**src/rtl/ps2_note_mapper.sv**
```systemverilog
// Turns PS/2 make/break keycodes into MIDI note-on/off events for the synth voice allocator.
// One key per clock flows decode -> note logic -> show-ahead event FIFO.
module ps2_note_mapper #(
    parameter int BASE_NOTE = 36,
    parameter int OCT_INIT  = 2,
    parameter int OCT_MAX   = 4,
    parameter int FIFO_AW   = 3
) (
    input  logic        clk,
    input  logic        rst,
    input  logic [15:0] keycode,
    input  logic        key_valid,
    input  logic        ev_ready,
    output logic        ev_valid,
    output logic [6:0]  ev_note,
    output logic        ev_on,
    output logic [12:0] held,
    output logic [2:0]  octave,
    output logic        overflow
);

    localparam int DEPTH = 1 << FIFO_AW;

    localparam logic [1:0] KIND_NONE   = 2'd0;
    localparam logic [1:0] KIND_NOTE   = 2'd1;
    localparam logic [1:0] KIND_OCT_UP = 2'd2;
    localparam logic [1:0] KIND_OCT_DN = 2'd3;

    // Stage 1: decoded key; an idle cycle is encoded as KIND_NONE.
    logic [1:0] kind_c;
    logic [3:0] idx_c;
    logic [1:0] dec_kind;
    logic [3:0] dec_idx;
    logic       dec_is_break;

    always_comb begin
        kind_c = KIND_NOTE;
        idx_c  = 4'd0;
        case (keycode[7:0])
            8'h1C: idx_c = 4'd0;
            8'h1D: idx_c = 4'd1;
            8'h1B: idx_c = 4'd2;
            8'h24: idx_c = 4'd3;
            8'h23: idx_c = 4'd4;
            8'h2B: idx_c = 4'd5;
            8'h2C: idx_c = 4'd6;
            8'h34: idx_c = 4'd7;
            8'h35: idx_c = 4'd8;
            8'h33: idx_c = 4'd9;
            8'h3C: idx_c = 4'd10;
            8'h3B: idx_c = 4'd11;
            8'h42: idx_c = 4'd12;
            8'h22: kind_c = KIND_OCT_UP;
            8'h1A: kind_c = KIND_OCT_DN;
            default: kind_c = KIND_NONE;
        endcase
        if (!key_valid) begin
            kind_c = KIND_NONE;
        end
    end

    always_ff @(posedge clk) begin
        if (rst) begin
            dec_kind     <= KIND_NONE;
            dec_idx      <= 4'd0;
            dec_is_break <= 1'b0;
        end else begin
            dec_kind     <= kind_c;
            dec_idx      <= idx_c;
            dec_is_break <= (keycode[15:8] == 8'hF0);
        end
    end

    // FIFO bookkeeping
    logic [7:0]         mem [DEPTH];
    logic [FIFO_AW-1:0] wr_ptr;
    logic [FIFO_AW-1:0] rd_ptr;
    logic [FIFO_AW:0]   count;
    logic               full;
    logic               pop;
    logic               can_push;

    assign full     = (count == (FIFO_AW+1)'(DEPTH));
    assign ev_valid = (count != '0);
    assign pop      = ev_valid & ev_ready;
    assign can_push = ~full | pop;
    assign ev_note  = ev_valid ? mem[rd_ptr][7:1] : 7'd0;
    assign ev_on    = ev_valid & mem[rd_ptr][0];

    // Stage 2: note/octave decisions
    logic [6:0]  note_r [13];
    logic [6:0]  note_calc;
    logic        push;
    logic [7:0]  push_data;
    logic        set_note;
    logic [12:0] held_nxt;
    logic [2:0]  oct_nxt;
    logic        ovf_nxt;

    assign note_calc = 7'(BASE_NOTE) + 7'(octave) * 7'd12 + 7'(dec_idx);

    always_comb begin
        push      = 1'b0;
        push_data = 8'd0;
        set_note  = 1'b0;
        held_nxt  = held;
        oct_nxt   = octave;
        ovf_nxt   = overflow;
        case (dec_kind)
            KIND_NOTE: begin
                if (!dec_is_break && !held[dec_idx]) begin
                    if (can_push) begin
                        push              = 1'b1;
                        push_data         = {note_calc, 1'b1};
                        set_note          = 1'b1;
                        held_nxt[dec_idx] = 1'b1;
                    end else begin
                        ovf_nxt = 1'b1;
                    end
                end else if (dec_is_break && held[dec_idx]) begin
                    // A break always releases the key, even if its event is lost.
                    held_nxt[dec_idx] = 1'b0;
                    if (can_push) begin
                        push      = 1'b1;
                        push_data = {note_r[dec_idx], 1'b0};
                    end else begin
                        ovf_nxt = 1'b1;
                    end
                end
            end
            KIND_OCT_UP: begin
                if (!dec_is_break && octave < 3'(OCT_MAX)) begin
                    oct_nxt = octave + 3'd1;
                end
            end
            KIND_OCT_DN: begin
                if (!dec_is_break && octave != 3'd0) begin
                    oct_nxt = octave - 3'd1;
                end
            end
            default: ;
        endcase
    end

    always_ff @(posedge clk) begin
        if (rst) begin
            held     <= 13'd0;
            octave   <= 3'(OCT_INIT);
            overflow <= 1'b0;
            wr_ptr   <= '0;
            rd_ptr   <= '0;
            count    <= '0;
        end else begin
            held     <= held_nxt;
            octave   <= oct_nxt;
            overflow <= ovf_nxt;
            if (push) begin
                wr_ptr <= wr_ptr + 1'b1;
            end
            if (pop) begin
                rd_ptr <= rd_ptr + 1'b1;
            end
            case ({push, pop})
                2'b10:   count <= count + 1'b1;
                2'b01:   count <= count - 1'b1;
                default: count <= count;
            endcase
        end
    end

    // Storage arrays carry no reset; held and count gate every read.
    always_ff @(posedge clk) begin
        if (set_note) begin
            note_r[dec_idx] <= note_calc;
        end
        if (push) begin
            mem[wr_ptr] <= push_data;
        end
    end

endmodule
```
**config.mk**
```make
export PLATFORM = sky130hd
export DESIGN_NAME = ps2_note_mapper
export DESIGN_NICKNAME = d
export VERILOG_FILES = /design/src/rtl/ps2_note_mapper.sv
export SDC_FILE = /design/constraint.sdc
export NUM_CORES = 1
export LEC_CHECK = 0
export CORE_MARGIN = 2
export CORE_UTILIZATION = 45
export CTS_CLUSTER_DIAMETER = 150
export DETAILED_ROUTE_END_ITERATION = 8
export PLACE_DENSITY_LB_ADDON = 0.2
export SETUP_SLACK_MARGIN = 0.02
export SKIP_CTS_REPAIR_TIMING = 1
export SYNTH_ARGS = -nofsm -noshare
export SYNTH_HDL_FRONTEND = slang
export SYNTH_SLANG_ARGS = --single-unit
```
**constraint.sdc**
```tcl
create_clock -name clk -period 4.4 [get_ports clk]
set_input_delay 0.88 -clock clk [delete_from_list [all_inputs] [get_ports clk]]
set_output_delay 0.88 -clock clk [all_outputs]
set_load 0.05 [all_outputs]
```
After elaboration in Yosys (flattened, before gate mapping)
Memories as Yosys holds them, arrays and structs flattened. A register that Yosys moved wholly into a read port is not among the register bits.
Cells that the tools add are included.
Word-level totals
  input bits: 20
  logic and storage cells: 108
  output and inout port bits: 26
  bits in writable memories: 155
  register bits: 34
  memories kept: 2
Memory list
  note_r: words 13, bits a word 7, rd ports 1, clocked after Yosys merged registers in 1, wr ports 1, line 91  | logic [6:0] note_r [13];
  mem: words 8, bits a word 8, rd ports 1, clocked after Yosys merged registers in 1, wr ports 1, line 75  | logic [7:0] mem [DEPTH];
Cells by class
  order comparisons: 3
  eq/ne operators: 25
  muxes and demuxes: 35
  add/sub/neg operators: 8
  reductions and logical operators: 17
  multipliers: 1
  bitwise gates (word level): 8
Operators with widths (number)
  $eq 8x6->1 const B: 10
  $pmux 4 s12: 1
  $mux 8: 5
  $mux 13: 3
  $eq 8x5->1 const B: 4
  $mux 1: 15
  $and 13x13->13: 1
  $not 13->13: 1
  $or 13x13->13: 1
  $reduce_or 13->1: 1
  $mux 3: 4
  $add 3x1->3 const B: 3
  $eq 8x7->1 const B: 1
  $eq 8x8->1 const B: 1
  $pmux 4 s2: 1
  $add 6x7->7 const A: 1
  $add 7x4->7: 1
  $mux 7: 1
  $eq 2x2->1 const B: 3
  $ne 2x2->1 const B: 3
  $pmux 2 s3: 1
  $pmux 3 s2: 1
  $reduce_and 3->1: 2
  $reduce_bool 2->1: 3
  other kinds (21): 29

Depth between registers and ports, before layout
  depth in word-level cells: 9
  mapped depth: 17
  gate-level depth less buffers: 15

Least setup slack after synthesis
OpenSTA, ideal clock, no wires.
  path kind: reg2reg
  start point: reg dec_idx[0]
  end point: reg count[2]
  buffers on the path: 3
  required time: 4.330 ns
  clock period less this slack: 3.648 ns
  arrival: 3.577 ns
  path slack: 0.752 ns
  setup time: 0.070 ns
  cell stages (with the launch flop): 18
  cell sequence: dfxtp_1 -> buf_6 -> buf_8 -> buf_4 -> mux4_2 -> a21boi_0 -> mux2_2 -> ha_1 -> nor2_1 -> a211oi_2 -> inv_1 -> ha_1 -> xor2_1 -> ha_1 -> a21oi_1 -> xor2_1 -> or3_1 -> a21oi_1
Between the ends
  cells in the longest elaborated chain, start to end: 8
  elaborated cells on any way between the ends: 12
  those cells by class: eq/ne (2); mux (6); reduce/logical (4)
Ends and longest elaborated chain
  from (decl): line 33  | logic [3:0] dec_idx;
  from (signal assigned): line 69  | dec_idx <= idx_c;
  $bmux 1 s4 (*): line 111, 120
  $mux 1 (implied by the code) (*): line 111, 120
  $logic_and 1x1->1 or $logic_not 1->1 (tied branches): line 120, 111
  $mux 1 or $logic_and 1x1->1 (tied branches): line 120, 111
  $mux 1 (*): line 111  | if (!dec_is_break && !held[dec_idx]) begin
  $mux 1 (*): line 109  | case (dec_kind)
  $eq 2x1->1 or $eq 2x2->1 (tied branches): line 163  | case ({push, pop})
  $pmux 4 s2 or $reduce_bool 2->1 (tied branches)
  to (signal assigned): line 164  | 2'b10: count <= count + 1'b1;
  to (signal assigned): line 165  | 2'b01: count <= count - 1'b1;
  to (signal assigned): line 166  | default: count <= count;
  to (decl): line 78  | logic [FIFO_AW:0] count;
Mark *: on every way between the ends. The rest lies on a longest branch, timed or not. The select of a mux whose other input is x is not followed.
A chain may end at the register's enable or synchronous reset.

Final worst setup path
  start point: reg dec_idx[1]
  end point: reg count[2]
Same word-level chain as after synthesis.

==> impl_metrics.yaml <==
sta:
  layout_min_cycle_time_ps: 3870
  hold_viol_final: 0
  rsz0062_at_grt: "false"
  worst_clock_skew_ps: 14.5
  min_period_over_period: 0.880
  max_freq_ghz: 0.258
  max_slew.worst_pin.slew_ps: 816
  setup_total_negative_slack_ps: 0
  max-slew-margin-rel: 0.455
  slew_violations: 0
  setup_viol: 0
synth:
  synth.yosys.seq_area_share: 0.645
  netlist_top_cells_area: "edfxtp_1, mux4_2, dfxtp_1"
  synth_warnings: 0
  netlist-cell-type-count: 57
  synth-main-ff-cell: "edfxtp_1"
  netlist_area_sq_um: 8360
  synth_top_area_frac: 0.557
  synth_enable_flop_cells: 155
  postSynthCellCount: 530
  syn-num-nets: 568
  synth_register_bits: 192
  syn_avg_cell_area_sq_um: 15.8
  ys_async_sr_fraction: 0
  synth.largest_area_cell: "edfxtp_1"
hold_path:
  hold_start: "overflow"
  holdPathStages: 2
  hold_class: "register to register"
  worstHoldEndpoint: "overflow"
critical_path:
  timing.critical_path.from_type: "register"
  critPathMaxFanout: 10
  cp_common_cell: "ha_1"
  rr_endpoint: "count[2]"
  crit_path_end_kind: "register"
  critical_path.cell_chain: "mux4_2 > a21boi_0 > mux2_2 > ha_1 > nor2_1 > a211oi_2 > inv_1 > ha_1 > xor2_1 > ha_1 > a21oi_1 > xor2_1 > or3_1 > a21oi_1"
  setup.worst_path.class: "register to register"
  critical_path.reg2reg.startpoint: "dec_idx[1]"
  required_ps: 4760
  crit_slowest_cell: "dfxtp_1"
  max_stage_delay_ps: 620
  rr_worst_depth: 14
  timing.reg2reg.setup_slack_ps: 530
  cp.arrival_ps: 4230
floorplanning:
  design.core.area_sq_um: 18100
  dieWidth_microns: 140
  start_util: 0.462
  io_pins: 46
  die_h_microns: 140
  die_area_sq_um: 19700
  number_of_placement_rows: 49
global_routing:
  track_usage: 0.177
  initial_antenna_violation_count: 0
  vias_in_the_first_global_route: 4779
  grt_start_max_net_pins: 45
  grt_pass1_wl_mm: 26.3
  gr-total-overflow: 0
drt:
  dr.pass1.iters: 5
  routed_wire_length_per_instance_microns: 19.9
  avgViaCountPerCell: 5.71
  postRouteWirelength_mm: 16.4
  remaining_drc_errors: 0
  number_of_vias_after_detailed_routing: 4719
  drtIter0Drc: 298
  drt.antenna.violating_nets: 0
flow_run:
  maxCapViolCount: 0
clock_tree:
  cts_num_sinks: 192
  tritoncts: "built"
  clock_tree.htree_level_count: 4
  max-clock-path-buffers: 2
  cts.reportedPaths.clkPinSlew_ps: 80
  root_buffer: "clkbuf_16"
  cts_inserted_buffers: 17
  worstSkewPairLatency_ps: 430
power_and_ir_drop:
  p_leak_nw: 3.24
  power.ir.vdd_worst_mv: 0.282
  p_per_area_nw_per_um2: 370
  totalPowerFinal_mw: 3.58
layout:
  area_used_by_multi_input_combinational_logic_sq_um: 2730
  finalNetCount: 622
  final_layout_size_suffix_gt1_frac: 0.161
  fillerInstances: 1481
  diodes_inserted: 0
  ff_latch_area_sq_um: 5400
  area_delta_synth_final_pct: 15.5
run_status:
  outcome: "finished clean"
placed_design:
  port-buffer-count: 45
  dp_hpwl_mm: 11.0
  gp_routability_congestion: 0.790
## cells in the mapped netlist (all sizes together) (5+ instances only)
cell type and number:
edfxtp 155, nor2 44, mux4 40, dfxtp 37, mux2i 28, nand2 25, buf 21, inv 16
ha 15, a211oi 14, a31oi 14, nand2b 13, a21oi 11, nor3 11, clkbuf 8, a32o 7
and3 6, xnor2 6, nand3 5, nor2b 5, xor2 5
## report_power, final
group          leakage [nW]  switching, mW  total (mW)  internal, mW
Combinational          1.20         0.0553       0.102        0.0468
Clock                 0.290          0.718        1.53         0.812
Sequential             1.75        0.00350        1.94          1.94
Total                  3.24          0.776        3.58          2.80
## metal layers
layer	GRT usage	vias up	routed length (microns)
met5	0	-	0
met4	0.0420	0	124
met3	0.0427	12	705
met2	0.299	111	8260
met1	0.234	2408	7330
li1	-	2188	-
## worst max-delay path by stage
stage	from	endpoint	slack, ps	cells after the start
finish	dec_idx[1]	count[2]	530	14
global route	dec_idx[1]	count[2]	170	14
CTS	dec_idx[1]	count[2]	490	14
detailed placement	dec_idx[1]	count[2]	500	14
global placement	dec_idx[1]	count[2]	600	14
floorplan	dec_idx[0]	count[2]	750	17
## per-stage QoR
stage                     setup WS, ps  utilization  hold slack [ps]  std cells  instance area (sq um)
after floorplan                    752            -              476        530                   8360
after global placement             602        0.501              494        794                   9060
after detailed placement           503        0.501              503        794                   9060
after CTS                          487        0.534              516        826                   9660
after global routing               171        0.534              552        826                   9660
final                              527        0.534              509        826                   9660
## cells by family after synthesis
group	Yosys count	synth area share
AO/OA/AOI/OAI	64	0.0570
AND/OR/NAND/NOR	130	0.0805
adder cells (fa/ha/maj)	18	0.0296
multiplexers	70	0.147
flip-flops	192	0.645
XOR/XNOR	11	0.0124
buffers and inverters	45	0.0287
## sequential cells by signal, indices dropped and copies added (netlist names), named ones only
register / cells
octave: 3
dec_is_break: 1
mem: 64
dec_kind: 2
wr_ptr: 3
note_r: 91
dec_idx: 4
overflow: 1
count: 4
rd_ptr: 3
## worst max-delay path, delay by kind of cell (launching register included)
| family | cells | cell delay (ps) |
|---|---|---|
| xor gates and xnor gates | 2 | 250 |
| muxes | 2 | 760 |
| adders and majority gates | 3 | 690 |
| DFF | 1 | 620 |
| buffers and inverters | 1 | 120 |
| and+or+nand+nor | 2 | 430 |
| AOI/OAI and AO/OA | 4 | 920 |
## cells in the final DEF, fill, tap and decap left out, types with 4 or more instances in the layout
master / instances
xor2_1: 5
inv_1: 15
nand2b_1: 13
nand2_1: 25
inv_8: 4
xnor2_1: 5
buf_4: 19
mux4_2: 34
nor2b_1: 5
nor3_1: 10
and3_1: 6
inv_6: 5
a21oi_1: 11
mux4_1: 6
clkbuf_16: 17
a32o_1: 7
clkdlybuf4s50_1: 45
dfxtp_1: 36
nor2_1: 44
a211oi_1: 13
edfxtp_1: 155
mux2i_1: 28
nand3_1: 5
ha_1: 15
a31oi_1: 14
## cell type report
type | count | share of cell area
well taps | 229 | 0.0297
multi-input cells | 293 | 0.282
repair buffers | 64 | 0.0614
flip-flops and latches | 192 | 0.559
clock inverters | 15 | 0.0175
inverters | 16 | 0.00622
clock buffers | 17 | 0.0440
(Power assumes the default switching activity.)
